File: src/rtl/alu_muldiv_seq.sv
// -----------------------------------------------------------------------------
// alu_muldiv_seq
// Multi-cycle unsigned MUL / DIVU / REMU sequencer that borrows the shared
// 32-bit single-cycle ALU, one ALU operation per clock. The block itself holds
// only shift registers, a bit counter and a few flags; every add, subtract and
// compare happens in the external ALU.
//
// Ports
//   clk_i          clock, all state changes on the rising edge
//   rst_i          synchronous active-high reset
//   start_i        request, sampled only while busy_o = 0
//   op_i[1:0]      00 MUL (low word), 01 DIVU, 10 REMU, 11 illegal
//   a_i[31:0]      multiplicand / dividend, sampled with start_i
//   b_i[31:0]      multiplier / divisor, sampled with start_i
//   busy_o         operation in flight
//   done_o         one-cycle pulse, result_o valid in that cycle
//   result_o[31:0] final value, held until replaced or reset
//   alu_req_o      this block owns the ALU this cycle
//   alu_x_o/alu_y_o[31:0], alu_ctrl_o[4:0]  ALU operands and control
//   alu_result_i[31:0], alu_zero_i          ALU outputs (same cycle)
// -----------------------------------------------------------------------------
module alu_muldiv_seq #(
  parameter logic [4:0] ALU_ADD  = 5'd2,
  parameter logic [4:0] ALU_SUB  = 5'd3,
  parameter logic [4:0] ALU_SLTU = 5'd6
) (
  input  logic        clk_i,
  input  logic        rst_i,
  input  logic        start_i,
  input  logic [1:0]  op_i,
  input  logic [31:0] a_i,
  input  logic [31:0] b_i,
  output logic        busy_o,
  output logic        done_o,
  output logic [31:0] result_o,
  output logic        alu_req_o,
  output logic [31:0] alu_x_o,
  output logic [31:0] alu_y_o,
  output logic [4:0]  alu_ctrl_o,
  input  logic [31:0] alu_result_i,
  input  logic        alu_zero_i
);

  typedef enum logic [2:0] {
    S_IDLE    = 3'd0,
    S_MUL     = 3'd1,
    S_DIV_CMP = 3'd2,
    S_DIV_SUB = 3'd3,
    S_DONE    = 3'd4
  } state_t;

  localparam logic [1:0] OP_MUL  = 2'b00;
  localparam logic [1:0] OP_DIVU = 2'b01;
  localparam logic [1:0] OP_ILL  = 2'b11;

  state_t      state_q, state_d;
  logic [31:0] acc_q, acc_d;       // MUL: running sum; DIV: partial remainder
  logic [31:0] mcand_q, mcand_d;   // MUL: shifted multiplicand; DIV: dividend
  logic [31:0] mplier_q, mplier_d; // MUL: shifted multiplier; DIV: quotient
  logic [31:0] b_q, b_d;           // latched divisor
  logic [4:0]  cnt_q, cnt_d;
  logic        lt_q, lt_d;
  logic        msb_q, msb_d;
  logic [1:0]  op_q, op_d;
  logic [31:0] result_q, result_d;
  logic        busy_q, busy_d;
  logic        done_q, done_d;
  logic [31:0] rem_sh_s;
  logic        skip_s;

  // State and datapath registers with synchronous reset
  always_ff @(posedge clk_i) begin
    if (rst_i) begin
      state_q  <= S_IDLE;
      acc_q    <= 32'd0;
      mcand_q  <= 32'd0;
      mplier_q <= 32'd0;
      b_q      <= 32'd0;
      cnt_q    <= 5'd0;
      lt_q     <= 1'b0;
      msb_q    <= 1'b0;
      op_q     <= 2'b00;
      result_q <= 32'd0;
      busy_q   <= 1'b0;
      done_q   <= 1'b0;
    end else begin
      state_q  <= state_d;
      acc_q    <= acc_d;
      mcand_q  <= mcand_d;
      mplier_q <= mplier_d;
      b_q      <= b_d;
      cnt_q    <= cnt_d;
      lt_q     <= lt_d;
      msb_q    <= msb_d;
      op_q     <= op_d;
      result_q <= result_d;
      busy_q   <= busy_d;
      done_q   <= done_d;
    end
  end

  // Next-state, datapath update and ALU drive
  always_comb begin
    state_d    = state_q;
    acc_d      = acc_q;
    mcand_d    = mcand_q;
    mplier_d   = mplier_q;
    b_d        = b_q;
    cnt_d      = cnt_q;
    lt_d       = lt_q;
    msb_d      = msb_q;
    op_d       = op_q;
    result_d   = result_q;
    alu_req_o  = 1'b0;
    alu_x_o    = 32'd0;
    alu_y_o    = 32'd0;
    alu_ctrl_o = 5'd0;
    rem_sh_s   = {acc_q[30:0], mcand_q[31]};
    // A set msb means the real shifted remainder is >= 2^32 > b, so the
    // raw compare is overridden and the subtract always happens.
    skip_s     = lt_q & ~msb_q;

    case (state_q)
      S_IDLE, S_DONE: begin
        if (start_i) begin
          op_d  = op_i;
          b_d   = b_i;
          cnt_d = 5'd0;
          if (op_i == OP_ILL) begin
            result_d = 32'd0;
            state_d  = S_DONE;
          end else if (op_i == OP_MUL) begin
            acc_d    = 32'd0;
            mcand_d  = a_i;
            mplier_d = b_i;
            state_d  = S_MUL;
          end else if (b_i == 32'd0) begin
            result_d = (op_i == OP_DIVU) ? 32'hFFFF_FFFF : a_i;
            state_d  = S_DONE;
          end else begin
            acc_d    = 32'd0;
            mcand_d  = a_i;
            mplier_d = 32'd0;
            state_d  = S_DIV_CMP;
          end
        end else begin
          state_d = S_IDLE;
        end
      end

      S_MUL: begin
        alu_req_o  = 1'b1;
        alu_x_o    = acc_q;
        alu_y_o    = mplier_q[0] ? mcand_q : 32'd0;
        alu_ctrl_o = ALU_ADD;
        acc_d      = alu_result_i;
        mcand_d    = {mcand_q[30:0], 1'b0};
        mplier_d   = {1'b0, mplier_q[31:1]};
        cnt_d      = cnt_q + 5'd1;
        if (cnt_q == 5'd31) begin
          result_d = alu_result_i;
          state_d  = S_DONE;
        end else begin
          state_d = S_MUL;
        end
      end

      S_DIV_CMP: begin
        alu_req_o  = 1'b1;
        alu_x_o    = rem_sh_s;
        alu_y_o    = b_q;
        alu_ctrl_o = ALU_SLTU;
        msb_d      = acc_q[31];
        acc_d      = rem_sh_s;
        mcand_d    = {mcand_q[30:0], 1'b0};
        lt_d       = ~alu_zero_i;
        state_d    = S_DIV_SUB;
      end

      S_DIV_SUB: begin
        alu_req_o  = 1'b1;
        alu_x_o    = acc_q;
        alu_y_o    = skip_s ? 32'd0 : b_q;
        alu_ctrl_o = ALU_SUB;
        acc_d      = alu_result_i;
        mplier_d   = {mplier_q[30:0], ~skip_s};
        cnt_d      = cnt_q + 5'd1;
        if (cnt_q == 5'd31) begin
          result_d = (op_q == OP_DIVU) ? {mplier_q[30:0], ~skip_s} : alu_result_i;
          state_d  = S_DONE;
        end else begin
          state_d = S_DIV_CMP;
        end
      end

      default: begin
        state_d = S_IDLE;
      end
    endcase

    busy_d = (state_d == S_MUL) || (state_d == S_DIV_CMP) || (state_d == S_DIV_SUB);
    done_d = (state_d == S_DONE);
  end

  assign busy_o   = busy_q;
  assign done_o   = done_q;
  assign result_o = result_q;

endmodule

File: config.mk
export PLATFORM = sky130hd
export DESIGN_NAME = alu_muldiv_seq
export DESIGN_NICKNAME = d
export VERILOG_FILES = /design/src/rtl/alu_muldiv_seq.sv
export SDC_FILE = /design/constraint.sdc
export NUM_CORES = 1
export LEC_CHECK = 0
export BUFFER_PORTS_ARGS = -buffer_cell sky130_fd_sc_hd__buf_4
export CORE_ASPECT_RATIO = 1.75
export CORE_MARGIN = 4
export CORE_UTILIZATION = 50
export CTS_CLUSTER_SIZE = 24
export DETAILED_ROUTE_END_ITERATION = 8
export GPL_TIMING_DRIVEN = 0
export PLACE_DENSITY = 0.81
export SYNTH_ARGS = -nofsm -noshare
export SYNTH_HDL_FRONTEND = slang
export SYNTH_SLANG_ARGS = --single-unit
File: constraint.sdc
create_clock -name clk_i -period 1.85 [get_ports clk_i]
set_input_delay 0.0925 -clock clk_i [delete_from_list [all_inputs] [get_ports clk_i]]
set_output_delay 0.0925 -clock clk_i [all_outputs]
set_load 0.005 [all_outputs]
# Yosys cells after proc, flatten, opt, wreduce, memory -nomap -nowiden
# Index checks and enable logic that the tools add are counted.
# Widths: inputs -> output; s select.
# totals
regBits	174
out_inout_bits	104
wordCells	93
# op_classes
n_addsub	1
eq_ne	19
mux	38
n_bitwise	4
n_reduce_logical	19
# op_table
cell	n
$mux 32	21
$pmux 32 s3	4
$pmux 32 s2	2
$logic_not 32->1	1
$mux 3	6
$eq 3x2->1 const B	4
$pmux 3 s4	1
$reduce_and 4->1	3
$pmux 5 s2	1
$ne 3x3->1 const B	3
$pmux 3 s3	1
$ne 2x2->1 const B	4
$eq 3x1->1 const B	2
$eq 3x3->1 const B	2
$reduce_and 6->1	1
$reduce_bool 3->1	2
$reduce_or 2->1	3
$add 5x1->5 const B	1
$eq 5x5->1 const B	1
$mux 5	1
$eq 2x1->1 const B	2
$reduce_and 2->1	2
$reduce_bool 2->1	2
$logic_not 3->1	1
7 further kinds	10

# Depth between registers and ports, before layout
# logic_depth
word_depth	9
mapped_depth	9

# Least setup slack after synthesis
# OpenSTA, ideal clock, no wires.
# synth_timing
path_kind	flip-flop to flip-flop
start	reg state_q[1]
end	reg mcand_q[13]
setup_time_ns	0.074
t_arrival_ns	1.712
slack_ns	0.063
stages_incl_launch_ff	9
synth_period_minus_slack_ns	1.787
cell_sequence	dfxtp_1 -> buf_2 -> or3b_1 -> clkbuf_1 -> a21oi_2 -> o2111a_1 -> buf_4 -> a22oi_1 -> o21ai_0
# synth_via
elab_chain_cells	4
word_cells_on_any_way	12
# synth_rtl
element	line	rtl
start, declared	56	state_t state_q, state_d;
start signal, assigned	87	state_q <= state_d;
$eq 3x3->1, or another cell as far along	123	case (state_q)
$reduce_or 2->1 (on tied branches)	-	
$ne 3x3->1 (no line), or another cell as far along	-	
$reduce_and 4->1 (no line)	-	
end signal, assigned	89	mcand_q <= mcand_d;
end, declared	58	logic [31:0] mcand_q, mcand_d;
# Several ways; a longest one is shown, not always the timed one.
# A chain may end at the register's enable or synchronous reset.

# Final worst setup path
# layout_timing
start	reg state_q[1]
end	out alu_y_o[2]
# layout_via
elab_chain_cells	2
word_cells_on_any_way	4
# layout_rtl
element	line	rtl
$eq 3x2->1 or $eq 3x1->1 (tied branches)	123	
$pmux 32 s3 *	123	
end, declared	38	output logic [31:0] alu_y_o,
# Mark *: on every way between the ends. The rest lies on a longest branch, timed or not.

==> implementation parameters <==
Parameter                              Value

Yosys
  Flops & latches, synth ... approximately 170
  Simple-gate portion of the synthesized area ... between 10% and 20%
  Xor/xnor share of the synthesized area ... 0.376%
  Sequential-to-total area share from yosys stat ... 37.4%
  Main combinational cell family by area after synthesis ... compound AO/OA/AOI/OAI gates
  Multiplexer area fraction after synthesis ... 3.33%
  Gate count after technology mapping ... roughly 1100
  Avg Inst Size Synth ... 8.21 um^2
  Synth Flop Type ... dfxtp_1
  Warnings, synthesis ... 0
  Cell area after synthesis ... 0.00931 mm^2
  Number of distinct library cells after synthesis ... 52
  EDFF count, synth ... 0
  Complex-gate fraction of the synthesized area ... 37.8%
  Post-synth ARST share ... 0%
  Share of synthesized cell area in full adder, half adder and majority cells ... 0.269%

Global route
  Number of global-route vias before repair ... ~12000
  Routing usage on met2 ... between 60% and 70%
  Met3 Use GR ... 7.36%
  All-layer global routing usage ... 36.7%
  Busiest layer in global routing ... met2
  Antenna violations before repair ... 0
  Grt met1 use ... 37.7%
  Wire length of the first global-routing pass ... 61600 um
  Final global-route overflow total ... 0
  Largest net degree at the start of global routing ... 17

Clock network
  # H-tree levels ... 4
  Number of buffers between clock root and the deepest sink ... 2
  Cell at the root of the clock tree ... clkbuf_16
  CTS buffer count ... 17
  Skew-Pair Late Insertion Delay ... around 0.46 ns
  Clock tree from TritonCTS ... built
  Total clock sinks ... approximately 170
  Post-CTS clock slew at the launch and capture registers of the worst setup and hold paths ... ~0.07 ns

Critical path
  CP Launch Type ... register
  Critical R2R Launch ... state_q[0]$_SDFF_PP0_
  Crit path DAT ... just under 2 ns
  CP Class ... reg -> out
  Worst reg2reg path depth ... 9
  Reg2reg setup slack ... -0.13 ns
  Kind of capture point of the worst setup path ... primary output
  Required time at the worst-slack endpoint ... 1.76 ns
  Crit-path max FO ... 10
  Reg-to-reg critical path endpoint ... mplier_q[23]$_SDFFE_PP0P_

Place
  Count of port buffers added during placement ... 200
  Final Wtd Congestion ... 1.02
  Number of placed instances, taps included ... 1569
  Final HPWL from detailed placement ... 27500 um

Drt
  Drt via density ... 6.76
  Routed WL ... 42100 um
  Residual DRC ... 0
  Violation count after the first detailed-routing iteration ... roughly 1600
  Number of vias after detailed routing ... approximately 12000
  Post-DRT Antenna Nets ... 0
  Routed wirelength normalized by instance count ... 24.2 um
  Number of iterations in the first detailed-routing pass ... 9

Layout
  Layout Cells excl Fill ... approximately 1700
  Total Nets Final ... 1601
  Antenna diode instance count ... 0
  FILL cells ... 1120
  Layout cells sized above 1 ... a little under a third
  Post-synthesis to final-layout area growth ... 51.4%

Die
  Die Wd ... 111 um
  Core region area ... 0.0181 mm^2
  Die area ... 0.0209 mm^2
  IO Count ... 206
  Die Span Y ... 188 um
  Number of rows created at floorplan ... 65
  Initial Util ... 51.3%

STA
  Setup repair after global routing missed its margin ... true
  Final setup vio count ... 153
  Final Hold Fails ... 0
  Worst-case clock skew ... roughly 0.013 ns
  Time the final worst path needs with I/O delays and setup ... 2.07 ns
  Worst-margin pin slew ... 0.885 ns
  Final worst setup slack ... -0.223 ns
  Share of the clock period used by the worst path ... 112%
  Number of max-slew violations in the final report ... 0
  Fmax ... approximately 480 MHz
  Worst slew slack as a fraction of its limit ... about two fifths

Hold path
  Hold worst-path end ... op_q[0]$_SDFFE_PP0P_
  Number of stages on the worst hold path ... 3
  Min-delay worst type ... in -> reg
  Startpoint of the worst hold path ... op_i[0]

Run status
  Outcome ... finished with violations
  Violations in the final reports ... setup timing

Pwr
  Power after layout ... around 12 mW
  VDD IR max ... a little under 0.0007 V
  Pwr Density ... 867 mW/mm^2
  Total leakage power ... approximately 5.6 nW

Job
  Count of maximum capacitance violations ... 0
[registers in the layout, indices dropped and copies added, names as in the netlist]
signal	flops
b_q	32
op_q	2
acc_q	32
state_q	3
result_o	32
msb_q	1
mplier_q	32
lt_q	1
cnt_q	5
done_o	1
busy_o	1
mcand_q	32
[synthesized netlist by cell type (31+ instances only)]
library cell,number,area share [%]
nand2_1,140,5.6
clkbuf_1,84,3.4
o211ai_1,33,2.7
a211oi_1,33,2.7
inv_1,34,1.4
o21ai_0,55,3.0
o2bb2ai_1,31,2.9
a31oi_1,31,2.1
a22oi_1,31,2.5
a22o_1,96,9.0
mux2i_1,31,3.3
dfxtp_1,174,37
a21oi_1,136,7.3
nand4_1,33,2.2
a222oi_1,32,3.4
nor2_1,45,1.8
[cell usage in the layout, fill, tap and decap left out, types with 28 or more instances in the layout]
master,netlist,routed
a21oi_1,136,136
buf_6,0,31
mux2i_1,31,31
o21ai_1,11,36
buf_4,15,244
a31oi_1,31,28
o211ai_1,33,33
clkbuf_1,84,28
dfxtp_1,174,169
a222oi_1,32,32
dlygate4sd3_1,0,97
o21ai_0,55,29
a22o_1,96,93
nand2_1,140,137
inv_1,34,32
nand4_1,33,33
nor2_1,45,42
[per-layer routing]
layer	share of wire, %	vias up
met5	0	-
met4	10	0
met3	9.9	340
met2	49	971
met1	31	5451
li1	-	5029
[where the power goes]
| group | leakage [nW] | switching (mW) | internal (mW) |
|---|---|---|---|
| clock network | 0.283 | 1.69 | 2.17 |
| registers | 1.42 | 0.362 | 4.13 |
| logic | 3.90 | 2.16 | 1.69 |
| total | 5.60 | 4.21 | 7.99 |
[worst max-delay path by stage]
stage	slack, ns	end	cells past startpoint	start
after detailed placement	-0.63	alu_x_o[23]	7	state_q[0]$_SDFF_PP0_
after global routing	-0.24	alu_y_o[2]	7	state_q[1]$_SDFF_PP0_
after floorplan	0.06	mcand_q[13]$_SDFFE_PP0P_	8	state_q[1]$_SDFF_PP0_
final	-0.22	alu_y_o[2]	7	state_q[1]$_SDFF_PP0_
after CTS	-0.20	alu_y_o[30]	8	state_q[2]$_SDFF_PP0_
after global placement	-0.55	alu_x_o[9]	7	state_q[1]$_SDFF_PP0_
[per-stage QoR]
stage                     hold WS [ns]  setup WS [ns]  area (um^2)  util [%]  setup TNS [ns]
after floorplan                  0.188         0.0632         9310         -               0
after detailed placement         0.285         -0.631        11100      61.2          -91.28
after global placement           0.283         -0.553        11100      61.2          -82.68
after CTS                       0.0330         -0.199        13400      73.9          -12.06
final                           0.0565         -0.223        14100      77.7          -13.72
after global routing            0.0897         -0.240        14100      77.7          -21.71
[cell type report]
class	instances	area (um^2)	share of cell area, %
Clock buffer	19	443	3.14
Sequential cell	174	3490	24.8
Inverter	35	135	0.959
Clock inverter	12	160	1.14
Tap cell	234	293	2.08
Timing Repair Buffer	349	3020	21.4
Buffer	125	1010	7.18
Multi-Input combinational cell	795	5540	39.3
[worst max-delay path, cell delays in order (launching register included)]
cell	delay, ns
dfxtp_2	0.35
buf_8	0.15
clkinvlp_4	0.17
a211oi_4	0.20
buf_6	0.18
clkbuf_16	0.16
a22o_1	0.18
buf_4	0.13
[cells by family after synthesis]
logic type                 after synthesis
AOI/OAI and AO/OA                      501
xor gates and xnor gates                 4
adders and majority gates                2
buffers and inverters                  166
DFF                                    174
muxes                                   31
other                                    1
and+or+nand+nor                        255
[timing repair]
action                                  in CTS  in global routing
gates resized for setup                    129                204
hold buffers                                97                  0
cloned                                       7                  5
setup buffers                               27                 13
endpoints found under the setup margin     236                201
pin swaps                                   41                 37
endpoints found under the hold margin       97                  0
(Power assumes the default switching activity.)
